**config.mk**
```make
export PLATFORM = sky130hd
export DESIGN_NAME = load_store_unit_flat
export DESIGN_NICKNAME = d
export VERILOG_FILES = /design/src/rtl/load_store_unit_if.sv /design/src/rtl/load_store_unit.sv /design/src/flat_wrapper.sv
export SDC_FILE = /design/constraint.sdc
export NUM_CORES = 1
export LEC_CHECK = 0
export BUFFER_PORTS_ARGS = -buffer_cell sky130_fd_sc_hd__buf_2
export CAP_MARGIN = 10
export CORE_MARGIN = 4
export CORE_UTILIZATION = 54
export CTS_BUF_LIST = sky130_fd_sc_hd__clkbuf_8
export CTS_CLUSTER_DIAMETER = 80
export DETAILED_ROUTE_END_ITERATION = 10
export PLACE_DENSITY = 0.87
export SYNTH_ARGS = -nofsm -noshare
export SYNTH_HDL_FRONTEND = slang
export SYNTH_SLANG_ARGS = --single-unit
```
**constraint.sdc**
```tcl
create_clock -name sysclk -period 4.3 [get_ports sysclk]
set_clock_uncertainty 0.2 [all_clocks]
set_input_delay 0.215 -clock sysclk [delete_from_list [all_inputs] [get_ports sysclk]]
set_output_delay 0.215 -clock sysclk [all_outputs]
set_load 0.01 [all_outputs]
```
**src/rtl/load_store_unit_if.sv**
```systemverilog
// Bundle of execute-request, dataMemory and writeback signals used by the
// memory-access stage. The slave view is the load/store unit itself; the master
// view is its surroundings (execute, dataMemory and writeback).
interface load_store_unit_if #(
    parameter int DATA_W = 8,
    parameter int ADDR_W = 8,
    parameter int RD_W   = 3
) ();
    // Request from execute
    logic              req_valid;
    logic              req_ready;
    logic              req_write;
    logic [ADDR_W-1:0] req_addr;
    logic [DATA_W-1:0] req_wdata;
    logic [RD_W-1:0]   req_rd;

    // dataMemory port
    logic [ADDR_W-1:0] mem_addr;
    logic [DATA_W-1:0] mem_wdata;
    logic              mem_write;
    logic [DATA_W-1:0] mem_rdata;

    // Response to writeback
    logic              wb_valid;
    logic              wb_ready;
    logic [DATA_W-1:0] wb_data;
    logic [RD_W-1:0]   wb_rd;

    // Out-of-range access pulse
    logic              err;

    modport slave (
        input  req_valid, req_write, req_addr, req_wdata, req_rd,
        input  mem_rdata, wb_ready,
        output req_ready, mem_addr, mem_wdata, mem_write,
        output wb_valid, wb_data, wb_rd, err
    );

    modport master (
        output req_valid, req_write, req_addr, req_wdata, req_rd,
        output mem_rdata, wb_ready,
        input  req_ready, mem_addr, mem_wdata, mem_write,
        input  wb_valid, wb_data, wb_rd, err
    );
endinterface

```
**src/rtl/load_store_unit.sv**
```systemverilog
// Memory-access pipeline stage sitting in front of dataMemory.
// Takes one load/store at a time from execute, drives the memory port for one
// ACCESS cycle, waits READ_LAT cycles for load data and hands the result to
// writeback with a valid/ready handshake. Out-of-range addresses raise a
// one-cycle err pulse, never write memory, and loads from them return zero.
module load_store_unit #(
    parameter int DATA_W    = 8,
    parameter int ADDR_W    = 8,
    parameter int RD_W      = 3,
    parameter int READ_LAT  = 1,
    parameter int MEM_DEPTH = 256
) (
    input  logic                  sysclk,
    input  logic                  rst_n,
    load_store_unit_if.slave      bus
);

    // One extra bit so that a depth of 2**ADDR_W is representable.
    localparam logic [ADDR_W:0] DEPTH_L = (ADDR_W + 1)'(MEM_DEPTH);
    localparam logic [2:0]      LAT_L   = 3'(READ_LAT);

    typedef enum logic [1:0] {
        IDLE   = 2'd0,
        ACCESS = 2'd1,
        WAIT   = 2'd2,
        RESP   = 2'd3
    } state_t;

    state_t              state_q;
    logic                write_q;
    logic                inrange_q;
    logic [RD_W-1:0]     rd_q;
    logic [2:0]          cnt_q;
    logic [ADDR_W-1:0]   mem_addr_q;
    logic [DATA_W-1:0]   mem_wdata_q;
    logic                mem_write_q;
    logic                wb_valid_q;
    logic [DATA_W-1:0]   wb_data_q;
    logic [RD_W-1:0]     wb_rd_q;
    logic                err_q;
    logic                in_range_s;

    // Range check is done on the incoming address so err can be registered
    // straight into the ACCESS cycle.
    assign in_range_s = ({1'b0, bus.req_addr} < DEPTH_L);

    // Ready is gated by rst_n so execute never sees a handshake during reset.
    assign bus.req_ready = (state_q == IDLE) & rst_n;
    assign bus.mem_addr  = mem_addr_q;
    assign bus.mem_wdata = mem_wdata_q;
    assign bus.mem_write = mem_write_q;
    assign bus.wb_valid  = wb_valid_q;
    assign bus.wb_data   = wb_data_q;
    assign bus.wb_rd     = wb_rd_q;
    assign bus.err       = err_q;

    // Request sequencing FSM with all memory/writeback outputs registered.
    always_ff @(posedge sysclk or negedge rst_n) begin
        if (!rst_n) begin
            state_q     <= IDLE;
            write_q     <= 1'b0;
            inrange_q   <= 1'b0;
            rd_q        <= {RD_W{1'b0}};
            cnt_q       <= 3'd0;
            mem_addr_q  <= {ADDR_W{1'b0}};
            mem_wdata_q <= {DATA_W{1'b0}};
            mem_write_q <= 1'b0;
            wb_valid_q  <= 1'b0;
            wb_data_q   <= {DATA_W{1'b0}};
            wb_rd_q     <= {RD_W{1'b0}};
            err_q       <= 1'b0;
        end else begin
            // Write strobe and error are single-cycle pulses by construction.
            mem_write_q <= 1'b0;
            err_q       <= 1'b0;
            case (state_q)
                IDLE: begin
                    if (bus.req_valid) begin
                        write_q     <= bus.req_write;
                        inrange_q   <= in_range_s;
                        rd_q        <= bus.req_rd;
                        mem_addr_q  <= bus.req_addr;
                        mem_wdata_q <= bus.req_wdata;
                        mem_write_q <= bus.req_write & in_range_s;
                        err_q       <= ~in_range_s;
                        state_q     <= ACCESS;
                    end else begin
                        state_q     <= IDLE;
                    end
                end
                ACCESS: begin
                    if (write_q) begin
                        state_q <= IDLE;
                    end else begin
                        cnt_q   <= LAT_L;
                        state_q <= WAIT;
                    end
                end
                WAIT: begin
                    if (cnt_q == 3'd1) begin
                        wb_data_q  <= inrange_q ? bus.mem_rdata : {DATA_W{1'b0}};
                        wb_rd_q    <= rd_q;
                        wb_valid_q <= 1'b1;
                        cnt_q      <= 3'd0;
                        state_q    <= RESP;
                    end else begin
                        cnt_q      <= cnt_q - 3'd1;
                    end
                end
                RESP: begin
                    // No timeout: a stalled writeback holds the result here.
                    if (bus.wb_ready) begin
                        wb_valid_q <= 1'b0;
                        state_q    <= IDLE;
                    end else begin
                        wb_valid_q <= 1'b1;
                    end
                end
                default: begin
                    state_q <= IDLE;
                end
            endcase
        end
    end

endmodule

```
**src/flat_wrapper.sv**
```systemverilog
// flat-port wrapper written by rule: the top's interface ports become plain ports
module load_store_unit_flat 
#(
    parameter int DATA_W    = 8,
    parameter int ADDR_W    = 8,
    parameter int RD_W      = 3,
    parameter int READ_LAT  = 1,
    parameter int MEM_DEPTH = 256
)
  (sysclk, rst_n, bus_req_valid, bus_req_write, bus_req_addr, bus_req_wdata, bus_req_rd, bus_mem_rdata, bus_wb_ready, bus_req_ready, bus_mem_addr, bus_mem_wdata, bus_mem_write, bus_wb_valid, bus_wb_data, bus_wb_rd, bus_err);
  load_store_unit_if #(.DATA_W(DATA_W), .ADDR_W(ADDR_W), .RD_W(RD_W)) bus_i ();
  input  logic sysclk;
  input  logic rst_n;
  input wire logic [$bits(bus_i.req_valid)-1:0] bus_req_valid;
  input wire logic [$bits(bus_i.req_write)-1:0] bus_req_write;
  input wire logic [$bits(bus_i.req_addr)-1:0] bus_req_addr;
  input wire logic [$bits(bus_i.req_wdata)-1:0] bus_req_wdata;
  input wire logic [$bits(bus_i.req_rd)-1:0] bus_req_rd;
  input wire logic [$bits(bus_i.mem_rdata)-1:0] bus_mem_rdata;
  input wire logic [$bits(bus_i.wb_ready)-1:0] bus_wb_ready;
  output wire logic [$bits(bus_i.req_ready)-1:0] bus_req_ready;
  output wire logic [$bits(bus_i.mem_addr)-1:0] bus_mem_addr;
  output wire logic [$bits(bus_i.mem_wdata)-1:0] bus_mem_wdata;
  output wire logic [$bits(bus_i.mem_write)-1:0] bus_mem_write;
  output wire logic [$bits(bus_i.wb_valid)-1:0] bus_wb_valid;
  output wire logic [$bits(bus_i.wb_data)-1:0] bus_wb_data;
  output wire logic [$bits(bus_i.wb_rd)-1:0] bus_wb_rd;
  output wire logic [$bits(bus_i.err)-1:0] bus_err;
  assign bus_i.req_valid = bus_req_valid;
  assign bus_i.req_write = bus_req_write;
  assign bus_i.req_addr = bus_req_addr;
  assign bus_i.req_wdata = bus_req_wdata;
  assign bus_i.req_rd = bus_req_rd;
  assign bus_i.mem_rdata = bus_mem_rdata;
  assign bus_i.wb_ready = bus_wb_ready;
  assign bus_req_ready = bus_i.req_ready;
  assign bus_mem_addr = bus_i.mem_addr;
  assign bus_mem_wdata = bus_i.mem_wdata;
  assign bus_mem_write = bus_i.mem_write;
  assign bus_wb_valid = bus_i.wb_valid;
  assign bus_wb_data = bus_i.wb_data;
  assign bus_wb_rd = bus_i.wb_rd;
  assign bus_err = bus_i.err;
  load_store_unit #(.DATA_W(DATA_W), .ADDR_W(ADDR_W), .RD_W(RD_W), .READ_LAT(READ_LAT), .MEM_DEPTH(MEM_DEPTH)) u_core (.sysclk(sysclk), .rst_n(rst_n), .bus(bus_i));
endmodule
```
==> reports/results.ini <==
[routing]
vias_per_cell=5.12
firstDrtPassIters=5
drt-initial-drc-count=55
vias=1228
drc=0
ant_nets=0
wl_per_cell_um=16.2
routed_wl_um=3890

[pwr]
p_leak_nw=1.16
irDropWorstVdd_uv=432
power_density_nw_per_um2=665

[global_routing]
grt-ovfl-total=0
antenna_found_initial=0
grt_pass1_wl_um=6400
grt_max_degree=41
grt_usage=0.211
grt_pass1_vias=1337

[worst_setup_path]
endpoint=bus_req_ready
arrival_ns=1.84
reg2reg_from=u_core.cnt_q[0]$_DFFE_PN0P_
worstReg2RegEnd=u_core.state_q[0]$_DFFE_PN0P_
critPathRequiredTime_ns=3.88
startpoint=rst_n
end_kind=output port
crit_path_start_kind=input pin
rr_worst_depth=4
path_class=input pin to output port
crit_fanout=40
rrSetupSlack_ns=2.16

[placed_design]
io_buffers=61
routabilityCongestion=0.762
placedInstanceArea_um2=1910
dp_hpwl_um=2450

[timing]
final_hold_viol_count=0
drv_slew=0
period_share=0.526
slew_headroom=0.426
worst_pin_slew_ns=0.861
max_freq_mhz=443
fin_crit_ns=2.26
rsz0062_at_grt=false
tns_ns=0
setup_viol=0

[die]
start_util=0.578
rows=19
io_pins=63
die_area_um2=3970
core_um2=2830
die_x_um=63.0
die_h_um=63.0

[clock_tree]
clk_pin_slew_ns=0.06
cts-buffers-inserted=5
root_buffer=clkbuf_8
cts_max_path_buffers=2
htreeDepth=2
cts.sinks=39
worstSkewPairLatency_ns=0.28
cts_tree=done

[logic_synthesis]
synth_area_leaders=dfrtp_1 (60%), mux2_4 (9.2%), mux2_1 (4.8%), nand2_1 (4.4%), mux2_2 (4.1%)
synth_warnings=0
synth_ff_type=dfrtp_1
synthDistinctLibCells=26
syn_area_um2=1630
synth_common_cells=dfrtp_1 (39), nand2_1 (19), mux2_4 (10)
synth_nets=157
syn_area_per_cell_um2=13.3
yosysTopAreaCell=dfrtp_1
async_reset_ff_frac=1.00
yosysTopAreaCellShare=0.597
synth.most_common_cell=dfrtp_1
ys_ff_latch=39
syn_inst=123
synth-edff-count=0
ys_seq_area_frac=0.597

[finish]
final_area_um2=2270
area_delta_synth_final_pct=39.2
drive_gt1_frac=0.416
antenna_cells=0
fill_cells=167
final_nets=244

[min_path]
hp-class=input pin to flop
hold_depth=3

[flow_run]
max_cap_viol_count=0

[status]
status=finished, final reports clean

-- registers in the layout (all words and copies together), names as in the netlist, named ones only --
signal,cells
u_core.bus.mem_addr,8
u_core.bus.mem_wdata,8
u_core.bus.wb_data,8
u_core.bus.wb_rd,3
u_core.cnt_q,3
u_core.rd_q,3
u_core.bus.mem_write,1
u_core.bus.wb_valid,1
u_core.inrange_q,1
u_core.state_q,1
u_core.write_q,1
-- stage by stage --
stage | instances | hold slack, ns | setup WS, ns | util | total power, mW
finish | 240 | 0.00838 | 2.04 | 0.804 | 1.51
floorplan | 123 | -0.281 | 2.70 | - | 1.04
detailed placement | 207 | 0.164 | 2.01 | 0.675 | 1.25
global placement | 207 | 0.148 | 2.12 | 0.675 | 1.20
global route | 240 | 0.0210 | 1.82 | 0.804 | 1.62
CTS | 239 | 0.00715 | 1.99 | 0.794 | 1.49
-- kinds of logic (layout without fill, tap and decap cells) --
family | after synthesis | after routing | share of synthesized area
AOI/OAI and AO/OA | 15 | 15 | 0.0536
DFF | 39 | 39 | 0.597
other | 1 | 1 | 0.00229
muxes | 23 | 23 | 0.181
buffers and inverters | 12 | 98 | 0.0505
and+or+nand+nor | 31 | 31 | 0.0995
adders and majority gates | 2 | 2 | 0.0153
-- per-layer routing --
layer	global-route usage	share of wire
met5	0	0
met4	0.0523	0.012
met3	0.0665	0.065
met2	0.383	0.55
met1	0.239	0.38
-- power by group --
part	internal [mW]	leakage (nW)	switching, mW	total [mW]
Clock	0.107	0.0361	0.116	0.223
Sequential	0.546	0.464	0.120	0.666
Combinational	0.331	0.657	0.291	0.622
Total	0.985	1.16	0.527	1.51
-- critical path, cell delays in order --
cell           delay [ns]
dlygate4sd3_1        0.53
buf_2                0.67
nor3b_1              0.26
buf_2                0.16
-- worst min-delay path by stage --
stage	start	slack [ns]	to
final	bus_mem_rdata[1]	0.008	u_core.bus.wb_data[1]$_DFFE_PN0P_
after global routing	bus_mem_rdata[1]	0.02	u_core.bus.wb_data[1]$_DFFE_PN0P_
after CTS	bus_mem_rdata[1]	0.007	u_core.bus.wb_data[1]$_DFFE_PN0P_
after detailed placement	rst_n	0.16	u_core.bus.wb_data[1]$_DFFE_PN0P_
after global placement	rst_n	0.15	u_core.bus.wb_data[1]$_DFFE_PN0P_
after floorplan	rst_n	-0.28	async pin
-- what timing repair did --
action,CTS,global route
hold buffers,26,0
hold endpoints to repair,65,0
gates resized for setup,0,0
setup buffers,0,0
-- final cells by class --
| type | instances | area, um2 | area share |
|---|---|---|---|
| Multi-Input combinational cell | 72 | 576 | 0.253 |
| Inverter | 4 | 15.0 | 0.00660 |
| Tap cell | 31 | 38.8 | 0.0171 |
| Clock buffer | 5 | 68.8 | 0.0303 |
| Clock inverter | 1 | 7.51 | 0.00330 |
| Timing Repair Buffer | 88 | 593 | 0.261 |
| Sequential cell | 39 | 976 | 0.429 |
-- cells in the final DEF (no fill, tap or decap), types with 4 or more instances in the layout --
master,synthesis,final
buf_2,0,61
dfrtp_1,39,39
dlygate4sd3_1,0,26
nand2_1,19,19
mux2_4,10,10
o21ai_0,9,9
mux2_1,7,7
mux2_2,6,6
clkbuf_8,0,5
inv_1,4,4
Note: power is estimated with default switching activity, not from simulation.
